===== src/rtl/aeg_dispatch.sv =====
// -----------------------------------------------------------------------------
// aeg_dispatch
//   Dispatch-side control stage. Owns the AEG register file, answers host AEG
//   reads, launches the kernel on CAEP KRN_CAEP and reports idle/stall and
//   exception status back to dispatch.
//
// Handshake: there is no back-pressure. Every instruction input is a single-
//   cycle pulse sampled on a rising clk edge. Every response (krn_start,
//   cae_ret_data_vld, cae_exception) is a single-cycle pulse registered on the
//   following edge. A response is never withheld: an out-of-range read still
//   returns data 0 together with vld.
//
// Ports
//   clk, i_reset_n      clock, asynchronous active-low reset
//   inst_*              decoded instruction fields from the decoder
//   cae_data            host write data
//   krn_done            kernel completion pulse
//   krn_rslt_*          kernel result write into the AEG file
//   krn_start           kernel launch pulse
//   aeg_flat            all AEGs, AEG n in bits [64n+63:64n]
//   cae_aeg_cnt         constant NUM_AEG
//   cae_ret_data/_vld   AEG read return
//   cae_exception       exception flags (bits 0..3 used)
//   cae_idle/cae_stall  kernel running status
//   dbg_state           current FSM state (0 = IDLE, 1 = BUSY)
// -----------------------------------------------------------------------------
module aeg_dispatch #(
   parameter int NUM_AEG  = 16,
   parameter int KRN_CAEP = 0
) (
   input  logic                    clk,
   input  logic                    i_reset_n,
   input  logic                    inst_val,
   input  logic [4:0]              inst_caep,
   input  logic                    inst_aeg_wr,
   input  logic                    inst_aeg_rd,
   input  logic [17:0]             inst_aeg_idx,
   input  logic [63:0]             cae_data,
   input  logic                    krn_done,
   input  logic                    krn_rslt_we,
   input  logic [5:0]              krn_rslt_idx,
   input  logic [63:0]             krn_rslt_data,
   output logic                    krn_start,
   output logic [NUM_AEG*64-1:0]   aeg_flat,
   output logic [17:0]             cae_aeg_cnt,
   output logic [63:0]             cae_ret_data,
   output logic                    cae_ret_data_vld,
   output logic [15:0]             cae_exception,
   output logic                    cae_idle,
   output logic                    cae_stall,
   output logic                    dbg_state
);

   localparam int IW = (NUM_AEG > 1) ? $clog2(NUM_AEG) : 1;

   typedef enum logic {
      IDLE = 1'b0,
      BUSY = 1'b1
   } state_t;

   state_t      state_q;
   state_t      state_d;
   logic [63:0] aeg_q [NUM_AEG];

   logic host_in_range;
   logic krn_in_range;
   logic is_krn_caep;
   logic launch;
   logic host_wr_ok;
   logic krn_wr_ok;

   assign host_in_range = (inst_aeg_idx < 18'(NUM_AEG));
   assign krn_in_range  = ({1'b0, krn_rslt_idx} < 7'(NUM_AEG));
   assign is_krn_caep   = (inst_caep == 5'(KRN_CAEP));
   assign launch        = inst_val && is_krn_caep && (state_q == IDLE);
   // Host writes are only honoured while no kernel is running.
   assign host_wr_ok    = inst_aeg_wr && host_in_range && (state_q == IDLE);
   assign krn_wr_ok     = krn_rslt_we && krn_in_range;

   // ---------------- FSM ----------------
   always_ff @(posedge clk or negedge i_reset_n) begin
      if (!i_reset_n) begin
         state_q <= IDLE;
      end else begin
         state_q <= state_d;
      end
   end

   // krn_done while IDLE is ignored, so launch has no competitor in IDLE.
   always_comb begin
      state_d = state_q;
      case (state_q)
         IDLE: if (launch)   state_d = BUSY;
         BUSY: if (krn_done) state_d = IDLE;
         default:            state_d = IDLE;
      endcase
   end

   assign cae_stall   = (state_q == BUSY);
   assign cae_idle    = (state_q == IDLE);
   assign dbg_state   = state_q;
   assign cae_aeg_cnt = 18'(NUM_AEG);

   // ---------------- AEG file ----------------
   // Host write has priority over a kernel result write to the same register.
   always_ff @(posedge clk or negedge i_reset_n) begin
      if (!i_reset_n) begin
         for (int i = 0; i < NUM_AEG; i++) aeg_q[i] <= '0;
      end else begin
         for (int i = 0; i < NUM_AEG; i++) begin
            if (host_wr_ok && (inst_aeg_idx[IW-1:0] == IW'(i))) begin
               aeg_q[i] <= cae_data;
            end else if (krn_wr_ok && (krn_rslt_idx[IW-1:0] == IW'(i))) begin
               aeg_q[i] <= krn_rslt_data;
            end
         end
      end
   end

   always_comb begin
      aeg_flat = '0;
      for (int i = 0; i < NUM_AEG; i++) aeg_flat[64*i +: 64] = aeg_q[i];
   end

   // ---------------- responses ----------------
   // The read samples aeg_q before any same-edge write lands, so a colliding
   // read returns the old value.
   always_ff @(posedge clk or negedge i_reset_n) begin
      if (!i_reset_n) begin
         krn_start        <= 1'b0;
         cae_ret_data     <= '0;
         cae_ret_data_vld <= 1'b0;
         cae_exception    <= '0;
      end else begin
         krn_start        <= launch;
         cae_ret_data_vld <= inst_aeg_rd;
         if (inst_aeg_rd) begin
            cae_ret_data <= host_in_range ? aeg_q[inst_aeg_idx[IW-1:0]] : 64'd0;
         end
         cae_exception     <= '0;
         cae_exception[0]  <= inst_val && !is_krn_caep;
         cae_exception[1]  <= (inst_aeg_rd || inst_aeg_wr) && !host_in_range;
         cae_exception[2]  <= inst_aeg_wr && (state_q == BUSY);
         cae_exception[3]  <= inst_val && is_krn_caep && (state_q == BUSY);
      end
   end

endmodule


===== config.mk =====
export PLATFORM = sky130hd
export DESIGN_NAME = aeg_dispatch
export DESIGN_NICKNAME = d
export VERILOG_FILES = /design/src/rtl/aeg_dispatch.sv
export SDC_FILE = /design/constraint.sdc
export NUM_CORES = 2
export LEC_CHECK = 0
export ABC_AREA = 1
export CAP_MARGIN = 10
export CORE_AREA = 2 2 496 498
export DETAILED_ROUTE_END_ITERATION = 6
export DIE_AREA = 0 0 498 500
export MAX_ROUTING_LAYER = met4
export PLACE_DENSITY = 0.5
export SLEW_MARGIN = 20
export SYNTH_ARGS = -nofsm -noshare
export SYNTH_HDL_FRONTEND = slang
export SYNTH_SLANG_ARGS = --single-unit

===== constraint.sdc =====
create_clock -name clk -period 4.65 [get_ports clk]
set_input_delay 0.6975 -clock clk [delete_from_list [all_inputs] [get_ports clk]]
set_output_delay 0.6975 -clock clk [all_outputs]
set_load 0.005 [all_outputs]

### Word level (Yosys, flattened, before mapping)

Index checks and enable logic that the tools add are counted.
W data, S select, Z words.

* register bits after elaboration: 1095
* word-level logic and storage cells: 158

* $lt $le $gt $ge: 3
* equality and inequality tests: 30
* mux-type cells: 39
* bitwise gates (word level): 2
* reductions and logical operators: 63

Operators by type and width (number)
* $mux W64: 35
* $bmux W64 S4: 1
* $eq A4 B4 Y1 const B: 16
* $logic_and A1 B1 Y1: 41
* $eq A4 B3 Y1 const B: 8
* $reduce_bool A2 Y1: 16
* $lt A18 B5 Y1 const B: 1
* $eq A4 B2 Y1 const B: 4
* $eq A4 B1 Y1 const B: 2
* $logic_not A4 Y1: 2
* $lt A6 B5 Y1 const B: 1
* $ge A5 B5 Y1 const B: 1
* $logic_not A5 Y1: 1
* $not A4 Y5: 1
* $logic_not A1 Y1: 2
* $mux W1: 2
* $pmux W1 S2: 1
* $logic_or A1 B1 Y1: 1
* $not A1 Y1: 1

### Logic depth before layout (Yosys ltp)

* depth after elaboration: 5
* depth in mapped cells: 11
* gate-level depth less buffers: 8

### Least setup slack after synthesis

Ideal clock, no wire load.

* path type: in2reg
* start point: in inst_aeg_idx[5]
* end point: reg aeg_q (netlist bit aeg_flat[291])
* required time: 4533 ps
* stages: 10
* path slack: 2545 ps
* buffers on the path: 3
* arrival time: 1988 ps
* cells stage by stage: or2_1 -> nor2_4 -> nand2_2 -> nor2_4 -> buf_6 -> buf_6 -> buf_4 -> nand3_1 -> nand2_1 -> nand2_1

* word-level cells in the longest chain between the ends: 5
* elaborated cells on any way between the ends: 6
* those cells by class: order compare: 1; mux: 1; reduce/logical: 4

RTL lines
* start, declared: RTL line 37 `input logic [17:0] inst_aeg_idx,`
* $lt A18 B5 Y1 *: RTL line 72 `assign host_in_range = (inst_aeg_idx < 18'(NUM_AEG));`
* $logic_and A1 B1 Y1 * (2 in a row): RTL line 77 `assign host_wr_ok = inst_aeg_wr && host_in_range && (state_q == IDLE);`
* $logic_and A1 B1 Y1 *: RTL line 111 `if (host_wr_ok && (inst_aeg_idx[IW-1:0] == IW'(i))) begin`
* $mux W64 / $reduce_bool A2 Y1 (equally long branches)
* end signal, assigned by index: RTL line 112 `aeg_q[i] <= cae_data;`
* end signal, assigned by index: RTL line 114 `aeg_q[i] <= krn_rslt_data;`
* end, declared: RTL line 63 `logic [63:0] aeg_q [NUM_AEG];`

Every way passes the cells marked *; elsewhere a longest branch is shown, timed or not.
A chain may end at the register's enable or synchronous reset.

### Final worst setup path

* start point: in inst_aeg_idx[8]
* end point: reg aeg_q (netlist bit aeg_flat[667])

Same word-level chain as after synthesis.

==> impl_metrics.yaml <==
sta:
  slew_headroom_pct: 14.3
  fmax_mhz: 303
  fin_crit_sh_pct: 70.9
  maxSlewViolCount: 0
  final-hold-violation-count: 0
  setup_tns_ps: 0
  period_needed_ps: 3300
  rsz0062_at_grt: "no"
  fin_skew_ps: 40.2
  tightest_slew_ps: 1290
  setup_viol: 0
placement:
  routabilityCongestion: 0.947
  portBuffers: 1260
  dpl.hpwl_um: 309000
  dpl_cell_area_um2: 87000
synth:
  syn_area_per_cell_um2: 6.00
  syn-cell-area_um2: 72200
  yosys_warnings: 0
  synthCells: 12037
  synth_cell_type_count: 23
  ys_seq_area_share_pct: 37.9
  ys_ff_latch: 1095
final_layout:
  final_area_um2: 92100
  area_growth_pct: 27.6
  drive_above_1_share_pct: 4.07
  num-nets-final: 12769
route:
  final_antenna_net_count: 0
  via_per_inst: 5.48
  drtIter0Drc: 11638
  first_pass_iters: 7
  vias: 87557
  drc: 10
  wl_per_cell_um: 30.6
  wirelength_um: 488000
clock_tree:
  cts_max_level: 4
  clock_latency_ps: 860
  clkTransAtPathRegs_ps: 60
  clock_path_buffers: 3
  cts_resized: 0
  cts_buffers: 147
  cts_sinks: 1095
  cts-root-buf: "clkbuf_16"
  cts_tree: "yes"
power_and_ir_drop:
  powerDensity_nw_per_um2: 348
  switching_share_pct: 34.3
  pwr-share-seq_pct: 39.6
  power.share.clock_pct: 38.1
  intPower_w: 0.0211
  switchingPower_w: 0.0110
  ir_worst_vdd_mv: 0.368
  pwr-share-comb_pct: 22.3
  total_power_w: 0.0321
  leakage_nw: 49.3
die:
  dieHeight_um: 500
  core.rowCount: 182
  die-area_um2: 249000
  coreArea_um2: 244000
  io_pins: 1291
  start_util_pct: 29.6
  die_w_um: 498
global_routing:
  antenna_found_initial: 26
  grt_pass1_wl_um: 668000
  grt_start_max_net_pins: 138
  grt_usage_pct: 38.8
  grt.overflow.total: 0
  first_global_vias: 81006
hold_path:
  hp-class: "in2reg"
worst_setup_path:
  endpoint_kind: "register"
  crit_arrival_ps: 4050
  worstSetupPathType: "in2reg"
  critPathMaxFanout: 118
  required_ps: 5400
  worst_setup_path_start_kind: "primary input"
status:
  status: "finished with violations"
  violations: "DRC"
job:
  cap_violations: 0
==> critical path, stage by stage <==
cell and delay, ps:
clkdlybuf4s50_1 400, nor2_1 760, nand2_1 350, nor2_4 280, nand2_2 160, nor2_4 180, buf_12 190, buf_12 360
nand3_1 180, nand2_1 130, nand2_1 50
==> per-layer routing <==
| layer | vias to the layer above | GRT usage [%] | wire length, um |
|---|---|---|---|
| met4 | 0 | 23.7 | 33000 |
| li1 | 37833 | - | - |
| met2 | 6190 | 57.4 | 214000 |
| met3 | 1247 | 10.5 | 55200 |
| met5 | - | - | 0 |
| met1 | 42287 | 47.1 | 186000 |
==> flip-flops by register name (all words and copies together) (netlist names) <==
register	cells
krn_start	1
cae_ret_data	64
cae_stall	1
cae_exception	4
cae_ret_data_vld	1
aeg_flat	1024
==> cells in the final DEF (no fill, tap or decap), drive strengths merged, types with 2 or more instances in the layout <==
cell / netlist / routed
clkbuf: 698 / 218
nand4: 17 / 17
o21bai: 65 / 65
conb: 2 / 30
o21ai: 64 / 64
or2: 2 / 2
buf: 385 / 223
diode: 0 / 25
dfrtp: 1095 / 1095
nand2: 6228 / 6228
inv: 930 / 935
nor2: 435 / 435
bufinv: 0 / 12
nand3: 2113 / 2113
clkinv: 0 / 26
clkdlybuf4s50: 0 / 1250
==> final timing paths <==
check	from	end	slack [ps]	cells after the start
max reg2reg	cae_stall	aeg_flat[667]	1800	8
min reg2reg	aeg_flat[901]	aeg_flat[901]	530	2
min	krn_done	cae_stall	460	2
min in group asynchronous	i_reset_n	cae_ret_data[55]	490	2
max in group asynchronous	i_reset_n	aeg_flat[417]	2710	3
max	inst_aeg_idx[8]	aeg_flat[667]	1350	11
==> per-stage QoR <==
stage | std cells | util [%] | setup slack (ps) | hold slack, ps
6_report | 15963 | 37.7 | 1350 | 463
5_1_grt | 15958 | 37.7 | 1430 | 453
4_1_cts | 15937 | 37.7 | 1580 | 408
3_5_place_dp | 15674 | 35.6 | 690 | 519
3_3_place_gp | 15673 | 35.6 | 693 | 517
2_1_floorplan | 12065 | - | 2550 | 402
==> layout make-up <==
cell class	count	area (um2)
fillers	25927	152000
multi-input cells	8957	36900
flip-flops and latches	1095	27400
repair buffers	1474	15100
clock buffers	218	4380
well taps	3220	4030
inverters	930	3560
clock inverters	44	616
diodes	25	62.6
==> cells in the mapped netlist (all sizes together) <==
cell type | instances | area [um2]
nor3 | 1 | 5.00
dfrtp | 1095 | 27400
inv | 930 | 3490
o21a | 1 | 7.51
or2 | 2 | 12.5
nand3 | 2113 | 10600
nand4 | 17 | 106
clkbuf | 698 | 2620
nand2 | 6228 | 23400
conb | 2 | 7.51
nor2 | 435 | 1660
buf | 385 | 2150
o21bai | 65 | 488
nor3b | 1 | 7.51
o21ai | 64 | 320
==> kinds of logic after synthesis <==
logic type,Yosys count,synth area share (%)
other cells,2,0.0104
flops,1095,37.9
simple gates,8797,49.5
compound gates,130,1.13
buf+inv,2013,11.4
==> power by group through the flow <==
stage	registers [W]	clock network [W]	logic, W
2_1_floorplan	0.0118	0	0.00265
3_3_place_gp	0.0127	0	0.00703
3_5_place_dp	0.0127	0	0.00708
4_1_cts	0.0126	0.0123	0.00713
5_1_grt	0.0127	0.0127	0.00773
6_report	0.0127	0.0122	0.00715
==> timing repair <==
item / CTS / global route
endpoints found under the hold margin: 11 / 0
buffers inserted: 0 / 0
hold buffers: 1 / 0
setup endpoints to repair: 0 / 0
(Power assumes the default switching activity.)
